`config.mk`:
```
export PLATFORM = sky130hd
export DESIGN_NAME = ps2_move_decoder
export DESIGN_NICKNAME = d
export VERILOG_FILES = /design/src/rtl/ps2_move_decoder.sv
export SDC_FILE = /design/constraint.sdc
export NUM_CORES = 1
export LEC_CHECK = 0
export ABC_CLOCK_PERIOD_IN_PS = 2250
export BUFFER_PORTS_ARGS = -buffer_cell sky130_fd_sc_hd__clkbuf_2
export CAP_MARGIN = 0
export CORE_ASPECT_RATIO = 1.1
export CORE_MARGIN = 10
export CORE_UTILIZATION = 35
export DETAILED_ROUTE_END_ITERATION = 8
export PLACE_DENSITY = 0.52
export REMOVE_ABC_BUFFERS = 1
export SLEW_MARGIN = 20
export SYNTH_ARGS = -nofsm -noshare
export SYNTH_HDL_FRONTEND = slang
export SYNTH_SLANG_ARGS = --single-unit
```
`constraint.sdc`:
```
create_clock -name clk -period 2.25 [get_ports clk]
set_clock_uncertainty 0.05 [all_clocks]
set_input_delay 0.225 -clock clk [delete_from_list [all_inputs] [get_ports clk]]
set_output_delay 0.225 -clock clk [all_outputs]
set_load 0.02 [all_outputs]
```
`src/rtl/ps2_move_decoder.sv`:
```
// PS2 set-2 scan-code decoder producing WASD (and, with ARROW_KEYS_EN defined,
// arrow-key) movement press pulses and held levels with typematic suppression.
module ps2_move_decoder #(
  parameter int unsigned TIMEOUT_CYCLES = 2500000,
  parameter logic [7:0]  CODE_UP        = 8'h1D,
  parameter logic [7:0]  CODE_DOWN      = 8'h1B,
  parameter logic [7:0]  CODE_LEFT      = 8'h1C,
  parameter logic [7:0]  CODE_RIGHT     = 8'h23
) (
  input  logic       clk,
  input  logic       rst,
  input  logic [7:0] ps2_byte,
  input  logic       ps2_valid,
  output logic [3:0] key_pressed,
  output logic [3:0] key_held,
  output logic       timeout_err
);

  localparam int unsigned CW = (TIMEOUT_CYCLES > 2) ? $clog2(TIMEOUT_CYCLES) : 1;
  localparam logic [CW-1:0] TCNT_LAST = CW'(TIMEOUT_CYCLES - 1);

  typedef enum logic [1:0] {IDLE, EXT, BRK, EXT_BRK} state_t;

  state_t        state, state_n;
  logic [CW-1:0] tcnt, tcnt_n;
  logic          terr_n;
  logic          do_make, do_break, is_ext;
  logic [3:0]    held_main, held_main_n, held_ext, held_ext_n;
  logic [3:0]    press_main, press_ext, dir_main;

  function automatic logic [3:0] map_main(input logic [7:0] code);
    if (code == CODE_UP)         return 4'b0001;
    else if (code == CODE_DOWN)  return 4'b0010;
    else if (code == CODE_LEFT)  return 4'b0100;
    else if (code == CODE_RIGHT) return 4'b1000;
    else                         return 4'b0000;
  endfunction

  always_comb begin
    state_n  = state;
    tcnt_n   = tcnt;
    terr_n   = 1'b0;
    do_make  = 1'b0;
    do_break = 1'b0;
    is_ext   = 1'b0;
    if (ps2_valid) begin
      tcnt_n = '0;
      case (state)
        IDLE: begin
          if (ps2_byte == 8'hE0)      state_n = EXT;
          else if (ps2_byte == 8'hF0) state_n = BRK;
          else if (ps2_byte != 8'hFA && ps2_byte != 8'hAA && ps2_byte != 8'hEE &&
                   ps2_byte != 8'hFE && ps2_byte != 8'hE1)
            do_make = 1'b1;
        end
        EXT: begin
          if (ps2_byte == 8'hF0)      state_n = EXT_BRK;
          else if (ps2_byte != 8'hE0) begin
            do_make = 1'b1;
            is_ext  = 1'b1;
            state_n = IDLE;
          end
        end
        BRK: begin
          if (ps2_byte == 8'hE0)      state_n = EXT;
          else if (ps2_byte != 8'hF0) begin
            do_break = 1'b1;
            state_n  = IDLE;
          end
        end
        default: begin
          do_break = 1'b1;
          is_ext   = 1'b1;
          state_n  = IDLE;
        end
      endcase
    end else if (state != IDLE) begin
      // A strobe in the terminal cycle takes the branch above, so it wins over the timeout
      if (tcnt == TCNT_LAST) begin
        state_n = IDLE;
        terr_n  = 1'b1;
        tcnt_n  = '0;
      end else begin
        tcnt_n = tcnt + 1'b1;
      end
    end else begin
      tcnt_n = '0;
    end
  end

  always_comb begin
    dir_main    = map_main(ps2_byte);
    held_main_n = held_main;
    press_main  = '0;
    if (do_make && !is_ext) begin
      press_main  = dir_main & ~held_main;
      held_main_n = held_main | dir_main;
    end else if (do_break && !is_ext) begin
      held_main_n = held_main & ~dir_main;
    end
  end

`ifdef ARROW_KEYS_EN
  logic [3:0] dir_ext;

  always_comb begin
    case (ps2_byte)
      8'h75:   dir_ext = 4'b0001;
      8'h72:   dir_ext = 4'b0010;
      8'h6B:   dir_ext = 4'b0100;
      8'h74:   dir_ext = 4'b1000;
      default: dir_ext = 4'b0000;
    endcase
    held_ext_n = held_ext;
    press_ext  = '0;
    if (do_make && is_ext) begin
      press_ext  = dir_ext & ~held_ext;
      held_ext_n = held_ext | dir_ext;
    end else if (do_break && is_ext) begin
      held_ext_n = held_ext & ~dir_ext;
    end
  end

  always_ff @(posedge clk) begin
    if (rst) held_ext <= '0;
    else     held_ext <= held_ext_n;
  end
`else
  assign held_ext   = '0;
  assign held_ext_n = '0;
  assign press_ext  = '0;
`endif

  always_ff @(posedge clk) begin
    if (rst) begin
      state       <= IDLE;
      tcnt        <= '0;
      held_main   <= '0;
      key_pressed <= '0;
      key_held    <= '0;
      timeout_err <= 1'b0;
    end else begin
      state       <= state_n;
      tcnt        <= tcnt_n;
      held_main   <= held_main_n;
      key_pressed <= press_main | press_ext;
      key_held    <= held_main_n | held_ext_n;
      timeout_err <= terr_n;
    end
  end

endmodule

```
==> summary.md <==
| Metric | Value |
|---|---|
| CTS Buffer Depth | `2` |
| Deepest level of the CTS H-tree | `2` |
| DRC | `0` |
| Final Hold Violating Endpoints | `0` |
| Post-DRT Antenna Nets | `0` |
| Core area | `0.00459 mm²` |
| Buffers added on ports | `19` |
| Peak supply drop | `0.000238 V` |
| Outcome | `finished clean` |
| Core Rows | `26` |
| IO Pins | `20` |
| Worst r2r dst | `tcnt[18]$_SDFF_PP0_` |
| Critical path data arrival time | `2.25 ns` |
| Synth cell types | `42` |
| Pre-Repair DR Iteration Count | `4` |
| Starting DRC count in detailed routing | `92` |
| P per Cell Area | `610 mW/mm²` |
| Via count | `1429` |
| Top FF cell, synth | `dfxtp_1` |
| Post-CTS setup buffers | `0` |
| F_max | `0.469 GHz` |
| Initial antenna violation count | `0` |
| Layout Nets | `216` |
| Post-synth ARST share | `0%` |
| Commonest non-fill, non-tap cell in the layout | `dfxtp_1` |
| Util after Layout | `42.4%` |
| CP required | `2.37 ns` |
| Cell Area, Placed | `0.00182 mm²` |
| #FFs+latches synth | `33` |
| CTS resizes | `0` |
| Worst r2r src | `tcnt[0]$_SDFF_PP0_` |
| Area of the die | `0.00781 mm²` |
| CTS Sinks | `33` |
| HP Class | `in -> reg` |
| Synth warn | `0` |
| Gate count after technology mapping | `179` |
| Leak pwr | `0.000643 µW` |
| Startpoint types | `flip-flop` |
| Worst-margin pin slew | `0.386 ns` |
| CTS tree | `built` |
| Vias/cell | `5.48` |
| CTS Hold Bufs | `0` |
| Layout cells sized above 1 | `20.0%` |
| First-pass GRT wire length | `6140 µm` |
| GPL Wtd Cong | `0.813` |
| Worst-path clk slew | `0.07 ns` |
| Largest net degree at the start of global routing | `24` |
| Area growth syn-to-layout | `18.9%` |
| Setup Viol. Count Final | `0` |
| Design area | `0.00195 mm²` |
| Multi-input logic area | `928 µm²` |
| Number of synthesized flops with an enable pin | `0` |
| Worst R2R Setup Slack | `0.12 ns` |
| Global-route usage over all layers | `9.32%` |
| Vias in the first global route | `1366` |
| Avg Cell Area, Syn | `9.14 µm²` |
| FILL cells | `457` |
| Post-synthesis sequential area ratio | `40.4%` |
| CP endpoint | `tcnt[18]$_SDFF_PP0_` |
| R2R cell count | `5` |
| Worst Setup End Kind | `flip-flop` |
| Clock Tree Root | `clkbuf_8` |
| Max Slew Vio Count | `0` |
| Die width | `85.2 µm` |
| CTS Buf Count | `5` |
| Antenna diodes | `0` |
| Launch point of the worst path | `tcnt[0]$_SDFF_PP0_` |
| Relative slew slack | `74.1%` |
| Average wire per standard cell | `14.3 µm` |
| WL final | `3730 µm` |
| Die Ht | `91.7 µm` |
| Post-Syn Area | `0.00164 mm²` |
| Commonest non-fill, non-tap cells in the layout | `33 x dfxtp_1, 22 x nor3_1, 19 x clkbuf_2` |
| Unrepaired setup endpoints after global routing | `false` |
| Worst-Skew Late Latency | `0.28 ns` |
| Kind of critical path | `reg -> reg` |
| Initial core utilization | `35.7%` |
| Max-Cap Viols | `0` |
| CP max FO | `4` |
| Fin crit period | `2.13 ns` |
| HPWL after detailed placement | `2790 µm` |
| Register area | `661 µm²` |
| Final period util | `94.9%` |
| GRT Residual Overflow | `0` |
[kinds of logic (layout without fill, tap and decap cells)]
family	Yosys count	after routing	synth area share, %
AO/OA/AOI/OAI	17	17	8.03
XOR/XNOR	15	15	8.03
adder cells (fa/ha/maj)	1	1	0.764
buffers and inverters	15	41	3.82
flip-flops	33	33	40.4
multiplexers	5	5	3.06
AND/OR/NAND/NOR	93	93	35.9
[layer usage]
metal  track usage [%]  wire length (µm)  vias up  part of all wire, %
met5                 0                 0        -                    0
met4              2.88                19        0                 0.51
met3              3.27               108        2                  2.9
met2              15.9              1870       23                   50
met1              10.5              1730      687                   46
li1                  -                 -      717                    -
[worst max-delay path, stage by stage (launching register included)]
cell	delay (ns)
dfxtp_1	0.39
ha_1	0.26
nand4_2	0.14
or4_1	0.62
mux2i_1	0.19
a2111oi_2	0.39
[synthesized netlist by cell type, types with 2 or more instances]
master	number	area, µm²
mux2i_1	5	50.1
nor3_1	22	110
nor4_1	5	31.3
nand4_1	5	31.3
nor4b_1	6	52.6
nor2_1	7	26.3
and4_1	2	17.5
nand3_1	10	50.1
nor4_2	3	37.5
clkbuf_1	4	15.0
nand4_2	2	25.0
or4b_1	2	20.0
nor3b_1	3	22.5
nor2b_1	3	18.8
inv_1	8	30.0
xor2_1	4	35.0
buf_2	2	10.0
o21ai_0	4	20.0
dfxtp_1	33	661
xnor2_1	11	96.3
nand3b_1	2	15.0
a32o_1	3	30.0
a21oi_1	2	10.0
nand2_1	13	48.8
[area by class of cell]
cell class              instances  share of cell area, %
multi-input cells             131                   47.7
flip-flops and latches         33                   34.0
repair buffers                 25                   7.20
clock buffers                   7                   4.44
well taps                      56                   3.60
clock inverters                 1                   1.54
inverters                       8                   1.54
[report_power, final]
| group | leakage (µW) | switching, µW | internal (µW) |
|---|---|---|---|
| clock network | 0.0000585 | 205 | 361 |
| logic | 0.000319 | 21.1 | 15.2 |
| registers | 0.000266 | 0.232 | 584 |
[worst min-delay path by stage]
| stage | from | end | slack [ns] | cells past startpoint |
|---|---|---|---|---|
| floorplan | ps2_byte[4] | state[1]$_SDFFE_PP0P_ | 0.31 | 2 |
| global placement | flip-flop | key_pressed[0]$_SDFF_PP0_ | 0.40 | 1 |
| detailed placement | flip-flop | key_pressed[3]$_SDFF_PP0_ | 0.40 | 1 |
| CTS | ps2_byte[4] | state[1]$_SDFFE_PP0P_ | 0.21 | 3 |
| global route | ps2_byte[4] | state[1]$_SDFFE_PP0P_ | 0.27 | 3 |
| finish | ps2_byte[4] | state[1]$_SDFFE_PP0P_ | 0.22 | 3 |
[per-stage QoR]
stage / cells / setup slack, ns / hold WS (ns) / power [µW] / setup TNS, ns
after floorplan: 172 / -0.0525 / 0.305 / 612 / -0.117
after global placement: 253 / 0.256 / 0.398 / 632 / 0
after detailed placement: 253 / 0.173 / 0.400 / 634 / 0
after CTS: 261 / 0.0526 / 0.207 / 1200 / 0
after global routing: 261 / 0.0425 / 0.270 / 1230 / 0
final: 261 / 0.116 / 0.218 / 1190 / 0
Note: power is estimated with default switching activity, not from simulation.
